==> src/rtl/led_sequencer_pkg.sv <==
// ---------------------------------------------------------------------------
// led_sequencer_pkg
//   Shared definitions for the front-panel LED sequencer: the pattern mode
//   encodings used by the sequencer, the control FSM that drives it, and the
//   bench.
// ---------------------------------------------------------------------------
package led_sequencer_pkg;

    typedef enum logic [1:0] {
        MODE_BOUNCE = 2'd0,
        MODE_ROTATE = 2'd1,
        MODE_FILL   = 2'd2,
        MODE_BLINK  = 2'd3
    } led_mode_e;

endpackage

==> src/rtl/led_sequencer_tick_divider.sv <==
// ---------------------------------------------------------------------------
// tick_divider
//   Step-rate prescaler. Counts enabled clocks and emits one tick every
//   step_div_i+1 of them.
// Ports
//   clk_i        system clock
//   rst_i        asynchronous active-high reset
//   en_i         count enable; when low the count and tick are frozen
//   clear_i      synchronous clear of the count, suppresses the tick
//   step_div_i   clk cycles per tick minus 1
//   tick_o       combinational tick, valid in the cycle the count reaches the limit
// ---------------------------------------------------------------------------
module tick_divider #(
    parameter int DIV_W = 24
) (
    input  logic             clk_i,
    input  logic             rst_i,
    input  logic             en_i,
    input  logic             clear_i,
    input  logic [DIV_W-1:0] step_div_i,
    output logic             tick_o
);

    logic [DIV_W-1:0] presc_q;
    logic             at_limit;

    // ">=" rather than "==": if step_div_i is lowered below the current count
    // the counter must not run all the way round to 2^DIV_W before ticking.
    assign at_limit = (presc_q >= step_div_i);
    assign tick_o   = en_i & ~clear_i & at_limit;

    always_ff @(posedge clk_i or posedge rst_i) begin
        if (rst_i) begin
            presc_q <= '0;
        end else if (clear_i) begin
            presc_q <= '0;
        end else if (en_i) begin
            presc_q <= at_limit ? '0 : presc_q + DIV_W'(1);
        end
    end

endmodule

==> src/rtl/led_sequencer.sv <==
// ---------------------------------------------------------------------------
// led_sequencer
//   LED pattern engine for the front-panel LED bank: runtime mode select
//   (BOUNCE / ROTATE / FILL / BLINK), step-rate prescaler, pause and an
//   end-of-sequence strobe.
// Parameters
//   LED_W      number of LEDs (>= 2)
//   DIV_W      prescaler / step_div width
// Ports
//   clk        system clock
//   reset      asynchronous active-high reset
//   en         1 = run, 0 = freeze pattern and prescaler
//   mode       requested pattern (led_mode_e encoding)
//   step_div   clk cycles per step minus 1
//   led        LED drive, bit 0 = start LED
//   pos        current sequence position
//   wrap       one-clk pulse when the sequence returns to its start state
// Configuration
//   LED_SEQ_TRAIL_EN  when defined, BOUNCE/ROTATE also light the previously
//                     visited LED at 25% duty.
// ---------------------------------------------------------------------------
module led_sequencer
    import led_sequencer_pkg::*;
#(
    parameter  int LED_W = 10,
    parameter  int DIV_W = 24,
    localparam int POS_W = $clog2(LED_W)
) (
    input  logic             clk,
    input  logic             reset,
    input  logic             en,
    input  logic [1:0]       mode,
    input  logic [DIV_W-1:0] step_div,
    output logic [LED_W-1:0] led,
    output logic [POS_W-1:0] pos,
    output logic             wrap
);

    localparam logic [POS_W-1:0] POS_MAX = POS_W'(LED_W - 1);
    localparam logic [POS_W-1:0] POS_ONE = POS_W'(1);
    localparam logic [LED_W-1:0] LED_ONE = LED_W'(1);

    generate
        if (LED_W < 2) begin : g_bad_led_w
            $error("led_sequencer: LED_W must be at least 2");
        end
    endgenerate

    led_mode_e        mode_q;
    logic [POS_W-1:0] pos_q, pos_d;
    logic             dir_up_q, dir_up_d;
    logic             wrap_q;
    logic             mode_chg;
    logic             tick;
    logic [LED_W-1:0] onehot;
    logic [LED_W-1:0] trail_bits;

    assign mode_chg = (mode != mode_q);

    tick_divider #(
        .DIV_W (DIV_W)
    ) u_tick_divider (
        .clk_i      (clk),
        .rst_i      (reset),
        .en_i       (en),
        .clear_i    (mode_chg),
        .step_div_i (step_div),
        .tick_o     (tick)
    );

    // Position/direction after one step of the current pattern.
    always_comb begin
        pos_d    = pos_q;
        dir_up_d = dir_up_q;
        case (mode_q)
            MODE_BOUNCE: begin
                pos_d = dir_up_q ? pos_q + POS_ONE : pos_q - POS_ONE;
                // Direction flips on arrival at an end, so each end LED is
                // shown for exactly one step.
                if (pos_d == POS_MAX) begin
                    dir_up_d = 1'b0;
                end else if (pos_d == '0) begin
                    dir_up_d = 1'b1;
                end
            end
            MODE_ROTATE, MODE_FILL: begin
                pos_d = (pos_q == POS_MAX) ? '0 : pos_q + POS_ONE;
            end
            MODE_BLINK: begin
                pos_d = (pos_q == '0) ? POS_ONE : '0;
            end
            default: begin
                pos_d = pos_q;
            end
        endcase
    end

    // Sequencer state. A mode change wins over a tick and restarts the
    // pattern without a wrap pulse.
    always_ff @(posedge clk or posedge reset) begin
        if (reset) begin
            mode_q   <= MODE_BOUNCE;
            pos_q    <= '0;
            dir_up_q <= 1'b1;
            wrap_q   <= 1'b0;
        end else if (mode_chg) begin
            mode_q   <= led_mode_e'(mode);
            pos_q    <= '0;
            dir_up_q <= 1'b1;
            wrap_q   <= 1'b0;
        end else if (tick) begin
            pos_q    <= pos_d;
            dir_up_q <= dir_up_d;
            wrap_q   <= (pos_d == '0);
        end else begin
            wrap_q   <= 1'b0;
        end
    end

`ifdef LED_SEQ_TRAIL_EN
    logic [1:0]       pwm_cnt_q;
    logic [POS_W-1:0] prev_pos_q;

    // prev_pos follows pos to 0 on a mode change, so the trail lands on the
    // lit LED itself until the first step.
    always_ff @(posedge clk or posedge reset) begin
        if (reset) begin
            pwm_cnt_q  <= 2'd0;
            prev_pos_q <= '0;
        end else begin
            pwm_cnt_q <= pwm_cnt_q + 2'd1;
            if (mode_chg) begin
                prev_pos_q <= '0;
            end else if (tick) begin
                prev_pos_q <= pos_q;
            end
        end
    end

    assign trail_bits = (pwm_cnt_q == 2'd0) ? (LED_ONE << prev_pos_q) : '0;
`else
    assign trail_bits = '0;
`endif

    assign onehot = LED_ONE << pos_q;

    always_comb begin
        led = '0;
        case (mode_q)
            MODE_BOUNCE, MODE_ROTATE: led = onehot | trail_bits;
            // All LEDs below pos plus pos itself: pos+1 LEDs lit.
            MODE_FILL:                led = ~({LED_W{1'b1}} << pos_q) | onehot;
            MODE_BLINK:               led = (pos_q == '0) ? '1 : '0;
            default:                  led = '0;
        endcase
    end

    assign pos  = pos_q;
    assign wrap = wrap_q;

endmodule

==> config.mk <==
export PLATFORM = sky130hd
export DESIGN_NAME = led_sequencer
export DESIGN_NICKNAME = d
export VERILOG_FILES = /design/src/rtl/led_sequencer_pkg.sv /design/src/rtl/led_sequencer_tick_divider.sv /design/src/rtl/led_sequencer.sv
export SDC_FILE = /design/constraint.sdc
export NUM_CORES = 1
export LEC_CHECK = 0
export BUFFER_PORTS_ARGS = -buffer_cell sky130_fd_sc_hd__buf_2
export CORE_ASPECT_RATIO = 2
export CORE_MARGIN = 3
export CORE_UTILIZATION = 50
export CTS_BUF_LIST = sky130_fd_sc_hd__clkbuf_4 sky130_fd_sc_hd__clkbuf_8
export CTS_CLUSTER_DIAMETER = 120
export DETAILED_ROUTE_END_ITERATION = 16
export PLACE_DENSITY = 0.82
export SYNTH_ARGS = -nofsm -noshare
export SYNTH_HDL_FRONTEND = slang
export SYNTH_SLANG_ARGS = --single-unit
==> constraint.sdc <==
create_clock -name clk -period 2.3 [get_ports clk]
set_input_delay 0 -clock clk [delete_from_list [all_inputs] [get_ports clk]]
set_output_delay 0 -clock clk [all_outputs]
set_load 0.1 [all_outputs]
After elaboration in Yosys (flattened, before gate mapping)
Index checks and enable logic that the tools add are counted.
W data, S select, Z words.
- bits in registers: 32
- input port bits: 29
- output and inout bits: 15
- logic and storage cells: 51
- $add $sub $neg: 3
- magnitude comparators: 1
- equality and inequality tests: 6
- shift-type cells: 2
- mux-type cells: 18
- bitwise gates (word level): 5
- reductions and logical operators: 11
- operators by type and width (operator ; number):
    $mux W24 ; 3
    $pmux W10 S3 ; 1
    $add A24 B1 Y24 const B ; 1
    $ge A24 B24 Y1 ; 1
    $mux W4 ; 4
    $logic_not A4 Y1 ; 3
    $pmux W4 S3 ; 1
    $mux W10 ; 1
    $not A10 Y10 ; 1
    $or A10 B10 Y10 ; 1
    $shl A1 B4 Y10 const A ; 1
    $shl A10 B4 Y10 const A ; 1
    $eq A4 B4 Y1 const B ; 2
    $mux W1 ; 8
    $reduce_bool A2 Y1 ; 3
    $add A4 B1 Y4 const B ; 1
    $eq A2 B2 Y1 const B ; 2
    $reduce_or A2 Y1 ; 2
    $sub A4 B1 Y4 const B ; 1
    $reduce_and A3 Y1 ; 1
    $reduce_bool A3 Y1 ; 1
    $and A1 B1 Y1 ; 2
    $eq A2 B1 Y1 const B ; 1
    $logic_not A2 Y1 ; 1
    2 further kinds ; 2

Longest topological paths before layout
Gate-level depths: netlist (run 1).
- depth after elaboration: 8
- depth in mapped cells: 11

Hierarchy
Synthesis (run 1) repeated with hierarchy kept, for this count alone.
- cell total of the unflattened synthesis: 378
- area, all modules: 3019.1 um^2
- modules (own cells, without submodules) (module ; instances ; cells an instance ; area each (um^2) ; sequential area each (um^2)):
    tick_divider ; 1 ; 267 ; 2093.3 ; 600.6
    led_sequencer ; 1 ; 111 ; 925.9 ; 201.4

Worst setup path after synthesis (run 1)
No wires, ideal clock.
- path kind: register -> output
- start point: register pos_q[3] (netlist: pos[3])
- end point: output led[9]
- data arrival time: 3.748 ns
- setup slack: -1.448 ns
- cell stages (with the launch flop): 5
- path buffers: 2
- path through: dfrtp_1 -> clkbuf_1 -> clkbuf_1 -> a31oi_1 -> o21ai_0
- cells in the longest elaborated chain, start to end: 4
- elaborated cells on any way between the ends: 7
- those cells by class: 2 x shift; 2 x mux; 2 x bitwise; 1 x reduce/logical
- ends and longest elaborated chain (what ; RTL line ; text):
    from (decl) ; led_sequencer.sv:50 ; logic [POS_W-1:0] pos_q, pos_d;
    from (signal assigned) ; led_sequencer.sv:112 ; pos_q <= pos_d;
    $shl A10 B4 Y10 ; led_sequencer.sv:152 ; MODE_FILL: led = ~({LED_W{1'b1}} << pos_q) | onehot;
    $not A10 Y10 ; led_sequencer.sv:152 ;
    $or A10 B10 Y10 ; led_sequencer.sv:152 ;
    $pmux W10 S3 (*) ; led_sequencer.sv:149 ; case (mode_q)
    to (decl) ; led_sequencer.sv:34 ; output logic [LED_W-1:0] led,
Every way passes the cells marked *; elsewhere a longest branch is shown, timed or not.

Final worst setup path (run 1)
- start point: register u_tick_divider.presc_q[0]
- end point: register u_tick_divider.presc_q[13]
- cells in the longest elaborated chain, start to end: 4
- elaborated cells on any way between the ends: 5
- those cells by class: 1 x add/sub; 1 x order compare; 3 x mux
- ends and longest elaborated chain (what ; RTL line ; text):
    from (decl) ; led_sequencer_tick_divider.sv:24 ; logic [DIV_W-1:0] presc_q;
    from (signal assigned) ; led_sequencer_tick_divider.sv:38 ; presc_q <= at_limit ? '0 : presc_q + DIV_W'(1);
    $add A24 B1 Y24 / $ge A24 B24 Y1 (equally long branches) ; led_sequencer_tick_divider.sv:38, led_sequencer_tick_divider.sv:29 ;
    $mux W24 (*) ; led_sequencer_tick_divider.sv:38 ;
    $mux W24 (*) ; led_sequencer_tick_divider.sv:37 ; end else if (en_i) begin
    $mux W24 (*) ; led_sequencer_tick_divider.sv:35 ; end else if (clear_i) begin
Every way passes the cells marked *; elsewhere a longest branch is shown, timed or not. The select of a mux whose other input is x is not followed.
A chain may end at the register's enable or synchronous reset.

==> results of run 1 <==
-- cell type report --
cell class | instances | area (sq um)
clock buffers | 7 | 83.83
clock inverters | 1 | 5.005
fillers | 394 | 1479
inverters | 36 | 135.1
multi-input cells | 263 | 2085
flip-flops and latches | 32 | 812.0
well taps | 60 | 75.07
repair buffers | 103 | 745.7
-- stage by stage --
step           TNS [ns]  cells
6_report         -1.660    502
5_1_grt          -4.058    502
4_1_cts         -0.2823    499
3_5_place_dp     -2.171    474
3_3_place_gp    -0.6151    474
2_1_floorplan         0    345
-- metal layers --
layer	part of all wire	up-vias
li1	-	1419
met1	0.33	1438
met2	0.56	154
met3	0.052	44
met4	0.059	0
met5	0	-
-- final timing paths --
path | from | end | slack [ns] | cells past startpoint
min reg2reg | u_tick_divider.presc_q[5]$_DFFE_PP0P_ | u_tick_divider.presc_q[5]$_DFFE_PP0P_ | 0.61 | 2
max | u_tick_divider.presc_q[0]$_DFFE_PP0P_ | u_tick_divider.presc_q[13]$_DFFE_PP0P_ | -0.19 | 10
max in group asynchronous | reset | pos[2]$_DFFE_PP0P_ | 1.61 | 4
min in group asynchronous | reset | mode_q[0]$_DFFE_PP0N_ | 0.32 | 4
min | en | u_tick_divider.presc_q[1]$_DFFE_PP0P_ | 0.04 | 3
max reg2reg | u_tick_divider.presc_q[0]$_DFFE_PP0P_ | u_tick_divider.presc_q[13]$_DFFE_PP0P_ | -0.19 | 10
-- logic make-up after synthesis --
logic type      share of synthesized area
fa+ha+maj                          0.1649
mux                              0.004010
flops                              0.2857
buf+inv                           0.07398
simple gates                       0.2291
compound gates                     0.2112
xor+xnor                          0.03119
-- synthesized netlist by cell type (4+ instances only) --
library cell,number
sky130_fd_sc_hd__xor2_1,6
sky130_fd_sc_hd__o22ai_1,4
sky130_fd_sc_hd__and3_1,8
sky130_fd_sc_hd__a22o_1,9
sky130_fd_sc_hd__dfrtp_1,31
sky130_fd_sc_hd__nor2_1,26
sky130_fd_sc_hd__xnor2_1,4
sky130_fd_sc_hd__inv_1,36
sky130_fd_sc_hd__a21oi_1,24
sky130_fd_sc_hd__nor3_1,4
sky130_fd_sc_hd__clkbuf_1,10
sky130_fd_sc_hd__o21ai_0,15
sky130_fd_sc_hd__nand2_1,36
sky130_fd_sc_hd__ha_1,37
sky130_fd_sc_hd__a31oi_1,14
sky130_fd_sc_hd__nand2b_1,5
sky130_fd_sc_hd__or2b_1,4
sky130_fd_sc_hd__nand3_1,24
-- sequential cells by signal, indices dropped and copies added (netlist names) --
register                count
u_tick_divider.presc_q     24
wrap                        1
pos                         4
dir_up_q                    1
mode_q                      2
-- power breakdown --
group | switching [mW] | internal, mW
clock | 0.225 | 0.236
combinational | 0.218 | 0.136
sequential | 0.00337 | 0.567
total | 0.446 | 0.938
-- repair_timing --
item	CTS	global route
gates resized for setup	19	45
cloned	2	0
hold buffers	3	0
hold endpoints to repair	33	0
endpoints found under the setup margin	23	36
setup buffers	12	5
pin swaps	11	25
-- cell usage in the layout (no fill, tap or decap), types with 3 or more instances in the layout --
master,n
sky130_fd_sc_hd__ha_4,8
sky130_fd_sc_hd__nor3_1,3
sky130_fd_sc_hd__a41oi_2,3
sky130_fd_sc_hd__a21oi_1,18
sky130_fd_sc_hd__and3_1,8
sky130_fd_sc_hd__o21ai_1,3
sky130_fd_sc_hd__nand3_1,21
sky130_fd_sc_hd__clkbuf_4,8
sky130_fd_sc_hd__inv_1,36
sky130_fd_sc_hd__nand4_1,3
sky130_fd_sc_hd__xnor2_1,4
sky130_fd_sc_hd__a31o_2,3
sky130_fd_sc_hd__nand2_1,30
sky130_fd_sc_hd__dlygate4sd3_1,3
sky130_fd_sc_hd__a31oi_1,14
sky130_fd_sc_hd__clkbuf_8,5
sky130_fd_sc_hd__o21ai_0,8
sky130_fd_sc_hd__buf_2,37
sky130_fd_sc_hd__a21oi_2,6
sky130_fd_sc_hd__nand3_2,3
sky130_fd_sc_hd__or2b_1,4
sky130_fd_sc_hd__and2_1,3
sky130_fd_sc_hd__xor2_1,6
sky130_fd_sc_hd__ha_1,29
sky130_fd_sc_hd__o22ai_1,4
sky130_fd_sc_hd__buf_4,44
sky130_fd_sc_hd__a22o_1,9
sky130_fd_sc_hd__nand2b_1,5
sky130_fd_sc_hd__o21ai_2,4
sky130_fd_sc_hd__dfrtp_1,27
sky130_fd_sc_hd__nand2_2,6
sky130_fd_sc_hd__nor2_1,25
sky130_fd_sc_hd__buf_6,12
-- tightest hold or removal path, cell delays in order --
cell and delay, ns:
sky130_fd_sc_hd__buf_2 0.16, sky130_fd_sc_hd__nand3_2 0.09, sky130_fd_sc_hd__a21oi_2 0.05
==> run metrics, run 1 <==
GRT Overall Usage 0.2668; final slew viol count 0; Port Buffers 43; synthesized area about 2800 sq um; Synth Instances around 350; final worst path period share 1.085; deepest level of the CTS H-tree 2; final worst-path setup slack -0.1948 ns; endpoints failing setup 22; most common flop cell mapped by yosys sky130_fd_sc_hd__dfrtp_1; unrepaired setup endpoints after global routing true; register clock-pin slew on the reported worst setup and hold paths roughly 0.070 ns; DP Worst Slack -0.2164 ns; post-detailed-routing wire length 9.035 mm; clock sink count 32; leakage power figure 1.957 nW; count of unique library cells instantiated by Yosys 50; placed cell area between 3000 and 4000 sq um; net count of the finished layout ~510; per-cell routed wire length between 15 and 20 um; transition time of the tightest slew-check pin 0.5281 ns; number of enable flip-flop cells after synthesis 0; total power after layout around 1.4 mW; final hold viol count 0; core region area about 5400 sq um; remaining global-route overflow 0; clock root buffer sky130_fd_sc_hd__clkbuf_8; number of search-and-repair iterations in the first detailed-routing pass 6; power per unit of standard cell area ~350 nW/um^2; timing-limited maximum frequency 400.8 MHz; cell breakdown of the critical path inv_1 -> ha_1 -> nand2b_4 -> a2111oi_4 -> a2111oi_2 -> o211a_1 -> buf_4 -> buf_6 -> o41ai_1 -> a22o_1; outcome complete, but fails checks; clock buffers created by TritonCTS 5; Slew headroom 0.6479; Worst Setup End Kind register; final antenna diode count 0; maximum number of pins on one net before global-route repair 33; critical path arrival between 2 and 3 ns; Mapped Nets 411; class of the most critical hold timing path in -> reg; die height about 110 um; crit path buf inv count 3; peak per-stage delay on the critical path roughly 0.5 ns; IO Pins 44; most used routing layer in global routing met2; number of max-capacitance violations reported 0; Final Cell Area about 3900 sq um; worst-path fanout max 3; area fraction of the dominant cell type after synthesis 0.2763; Area growth syn-to-layout 40.37%; Die Area roughly 6600 sq um; number of nets with antenna violations after detailed routing 0; buffer depth of the longest clock path 2; mean area per synthesized cell roughly 8 sq um; M1 GR Usage 0.2384; maximum resistive drop on vdd between 0.4 and 0.5 mV; initial antenna violation count 0; GR Layer Usage met2 0.4956; worst path required time about 2.5 ns; number of global-route vias before repair around 3000; violations in the final reports setup timing; TritonCTS clock tree yes; routed via count divided by cell count ~6.1; first-pass GRT wire length around 13 mm; Yosys Warn Count 0; final weighted congestion of routability-driven global placement a little under 0.9; remaining routing DRC violations 0; Site Rows 38; Crit-path slowest cell sky130_fd_sc_hd__o41ai_1; Horiz. Die Dim between 50 and 60 um; Seq/Total Area, Yosys 0.2857; proportion of synthesized flip-flops having asynchronous set or reset 1.000; biggest area consumer among synthesized cells sky130_fd_sc_hd__dfrtp_1; Period minus WS final 2.495 ns; end-of-flow core utilization 0.7271; worst setup path class reg -> reg; global routing met3 resource utilization 0.04756; kind of start point of the critical path register; ratio of cells with drive above 1 in the final layout 0.3688; source-to-sink clock delay at the later pin of the worst-skew pair approximately 0.30 ns; category of cells accounting for the largest share of critical-path delay compound AO/OA/AOI/OAI gates; post-synthesis register bit count 32; Initial DRC Count around 190; top cells by area in the synthesized netlist sky130_fd_sc_hd__dfrtp_1, sky130_fd_sc_hd__ha_1, sky130_fd_sc_hd__inv_1; via count of the routed design just over 3000; dpl hpwl 6.028 mm; Layout Skew just under 0.003 ns; starting density of the core 0.5180; final worst hold slack between 0.03 and 0.04 ns
Note: power is estimated with default switching activity, not from simulation.
==> run 2: changes to the inputs <==
- CELL_PAD_IN_SITES_DETAIL_PLACEMENT: unset -> 0
- CELL_PAD_IN_SITES_GLOBAL_PLACEMENT: unset -> 2
- CORE_UTILIZATION: 50 -> 25
- PLACE_DENSITY: 0.82 -> 0.72
==> run 2 against run 1 <==
  * The flow still finishes with violations (setup timing)
  * Critical path depth down 1
  * Global-route usage fell by 12 points
  * Power decreased by 0.56%
  * Sequential power barely moved
  * Die area up 91%
  * Cell area up 3.4%
  * Flip-flop and latch count did not move
  * Via count down 6.1%
==> run metrics, run 2 (synthesis results as in run 1) <==
GRT Overall Usage 0.1457 (was 0.2668); final worst path period share 1.042 (was 1.085); core region area 10950 sq um (was 5420 sq um); portion of total power attributed to the clock network 0.341 (was 0.333); Register-to-Register Setup Slack -0.1 ns (was -0.19 ns); final antenna diode count 0 (unchanged); net count of the finished layout 510 (was 507); worst-case hold path end point u_tick_divider.presc_q[1]$_DFFE_PP0P_ (unchanged); number of global-route vias before repair 3011 (unchanged); starting density of the core 0.2565 (was 0.5180); number of max-capacitance violations reported 0 (unchanged); Slew headroom 0.6124 (was 0.6479); final weighted congestion of routability-driven global placement 0.7800 (was 0.8894); worst setup path class reg -> reg (unchanged); worst-path fanout max 5 (was 3); Crit-path slowest cell sky130_fd_sc_hd__dfrtp_1 (was sky130_fd_sc_hd__o41ai_1); combinational group share of total power 0.245 (was 0.255); crit path buf inv count 1 (was 3); via count of the routed design 2868 (was 3055); post-detailed-routing wire length 8.819 mm (was 9.035 mm); power per unit of standard cell area 337.7 nW/um^2 (was 351.2 nW/um^2); Horiz. Die Dim 80.94 um (was 58.99 um); worst path required time 2.51 ns (was 2.53 ns); initial antenna violation count 0 (unchanged); Period minus WS final 2.396 ns (was 2.495 ns); Layout Skew 0.009418 ns (was 0.002897 ns); routed via count divided by cell count 4.903 (was 6.086); source-to-sink clock delay at the later pin of the worst-skew pair 0.29 ns (was 0.30 ns); final worst hold slack 0.01458 ns (was 0.03727 ns); Die Area 12620 sq um (was 6605 sq um); violations in the final reports setup timing (unchanged); most common cell after layout, fill and taps aside sky130_fd_sc_hd__buf_4 (unchanged); portion of total power attributed to sequential cells 0.414 (was 0.412); deepest level of the CTS H-tree 2 (unchanged); Cells after DPL 564 (was 474); register containing the most flip-flops in the final layout u_tick_divider.presc_q (unchanged); final worst-path setup slack -0.09646 ns (was -0.1948 ns); Area growth syn-to-layout 45.14% (was 40.37%); ratio of cells with drive above 1 in the final layout 0.3865 (was 0.3688); final hold viol count 0 (unchanged); number of cells in the finished layout apart from fillers 585 (was 502); remaining routing DRC violations 0 (unchanged); sw power 0.4474 mW (was 0.4456 mW); clock sink count 32 (unchanged); internal power consumption 0.9289 mW (was 0.9384 mW); clock buffers created by TritonCTS 5 (unchanged); clock root buffer sky130_fd_sc_hd__clkbuf_8 (unchanged); endpoints failing setup 6 (was 22); DP Worst Slack -0.5213 ns (was -0.2164 ns); final slew viol count 0 (unchanged); register clock-pin slew on the reported worst setup and hold paths 0.07 ns (about the same); outcome complete, but fails checks (unchanged); hold path cells 3 (unchanged); Port Buffers 43 (unchanged); Reg2Reg Launch Point u_tick_divider.presc_q[22]$_DFFE_PP0P_ (was u_tick_divider.presc_q[0]$_DFFE_PP0P_); cell depth of the worst flop-to-flop path 9 (was 10); max FFs per register 24 (unchanged); TritonCTS clock tree yes (unchanged); IO Pins 44 (unchanged); crit path launch u_tick_divider.presc_q[22]$_DFFE_PP0P_ (was u_tick_divider.presc_q[0]$_DFFE_PP0P_); timing-limited maximum frequency 417.3 MHz (was 400.8 MHz); commonest cells after routing, fill and taps aside sky130_fd_sc_hd__buf_4, sky130_fd_sc_hd__buf_2, sky130_fd_sc_hd__inv_1 (unchanged); number of search-and-repair iterations in the first detailed-routing pass 4 (was 6); Worst Setup End Kind register (unchanged); peak per-stage delay on the critical path 0.42 ns (was 0.50 ns); switching part of the total 0.3251 (was 0.3220); reg2reg end u_tick_divider.presc_q[19]$_DFFE_PP0P_ (was u_tick_divider.presc_q[13]$_DFFE_PP0P_); first-pass GRT wire length 14.25 mm (was 13.42 mm); cell breakdown of the critical path ha_4 -> nand4_1 -> nor4_4 -> a221oi_2 -> o211ai_2 -> nor3_4 -> buf_6 -> or2b_1 -> a31oi_1 (was inv_1 -> ha_1 -> nand2b_4 -> a2111oi_4 -> a2111oi_2 -> o211a_1 -> buf_4 -> buf_6 -> o41ai_1 -> a22o_1); category of cells accounting for the largest share of critical-path delay simple AND/OR/NAND/NOR gates (was compound AO/OA/AOI/OAI gates); remaining global-route overflow 0 (unchanged); Site Rows 54 (was 38); buffer depth of the longest clock path 2 (unchanged); class of the most critical hold timing path in -> reg (unchanged); die height 155.9 um (was 112.0 um); fill cell instance count of the final layout 1178 (was 394); dpl hpwl 6.675 mm (was 6.028 mm); transition time of the tightest slew-check pin 0.5814 ns (was 0.5281 ns); unrepaired setup endpoints after global routing true (unchanged); kind of start point of the critical path register (unchanged); start point of the worst min-delay path en (unchanged); maximum number of pins on one net before global-route repair 33 (unchanged); critical path arrival 2.60 ns (was 2.73 ns); per-cell routed wire length 15.08 um (was 18.00 um); leakage power figure 1.961 nW (was 1.957 nW); maximum resistive drop on vdd 0.1898 mV (was 0.4110 mV); Initial DRC Count 113 (was 189); number of nets with antenna violations after detailed routing 0 (unchanged)
run 2: area by class of cell:
type                            count  area (sq um)  area share
Inverter                           36         135.1     0.03316
Multi-Input combinational cell    263          2096      0.5143
Clock buffer                        7         83.83     0.02057
Timing Repair Buffer              106         768.2      0.1885
Clock inverter                      1         5.005    0.001228
Tap cell                          140         175.2     0.04298
Sequential cell                    32         812.0      0.1993
run 2: power groups by stage:
stage	Sequential, mW	Combinational, mW	Clock, mW
floorplan	0.582	0.203	0
CTS	0.570	0.334	0.487
global route	0.571	0.369	0.510
detailed placement	0.581	0.300	0
finish	0.570	0.337	0.469
global placement	0.581	0.298	0
run 2: routing by layer:
| metal | track usage | vias to the layer above | wire [um] |
|---|---|---|---|
| li1 | - | 1422 | - |
| met3 | 0.01676 | 15 | 247 |
| met5 | 0 | - | 0 |
| met2 | 0.2993 | 53 | 5333 |
| met1 | 0.1352 | 1378 | 3017 |
| met4 | 0.06205 | 0 | 220 |
run 2: how the worst max path moves through the flow:
stage / to / slack [ns] / depth (start not counted)
5_1_grt: u_tick_divider.presc_q[19]$_DFFE_PP0P_ / -0.20 / 9
3_3_place_gp: wrap$_DFF_PP0_ / -0.46 / 9
6_report: u_tick_divider.presc_q[19]$_DFFE_PP0P_ / -0.1 / 9
2_1_floorplan: dir_up_q$_DFFE_PP1P_ / 0.02 / 8
3_5_place_dp: wrap$_DFF_PP0_ / -0.52 / 9
4_1_cts: u_tick_divider.presc_q[19]$_DFFE_PP0P_ / -0.11 / 9
run 2: worst register-to-register path: stages, from the launching register on:
cell and delay [ns]:
sky130_fd_sc_hd__dfrtp_1 0.42, sky130_fd_sc_hd__ha_4 0.24, sky130_fd_sc_hd__nand4_1 0.20, sky130_fd_sc_hd__nor4_4 0.08, sky130_fd_sc_hd__a221oi_2 0.33, sky130_fd_sc_hd__o211ai_2 0.18
sky130_fd_sc_hd__nor3_4 0.28, sky130_fd_sc_hd__buf_6 0.15, sky130_fd_sc_hd__or2b_1 0.23, sky130_fd_sc_hd__a31oi_1 0.20
run 2: per-stage QoR:
stage | setup TNS [ns] | utilization | total power, mW | cell area [sq um]
2_1_floorplan | 0 | - | 0.7847 | 2840
3_3_place_gp | -9.140 | 0.3238 | 0.8789 | 3545
3_5_place_dp | -11.80 | 0.3238 | 0.8808 | 3545
4_1_cts | -1.219 | 0.3562 | 1.392 | 3899
5_1_grt | -1.990 | 0.3723 | 1.450 | 4075
6_report | -0.2484 | 0.3723 | 1.376 | 4075
run 2: what timing repair did:
item                                    4_1_cts  5_1_grt
resized for setup                            31       40
hold buffers                                  3        0
cloned                                        1        0
setup buffers                                 5        8
endpoints found under the setup margin       30       36
endpoints found under the hold margin        33        0
pin swaps                                    21       17
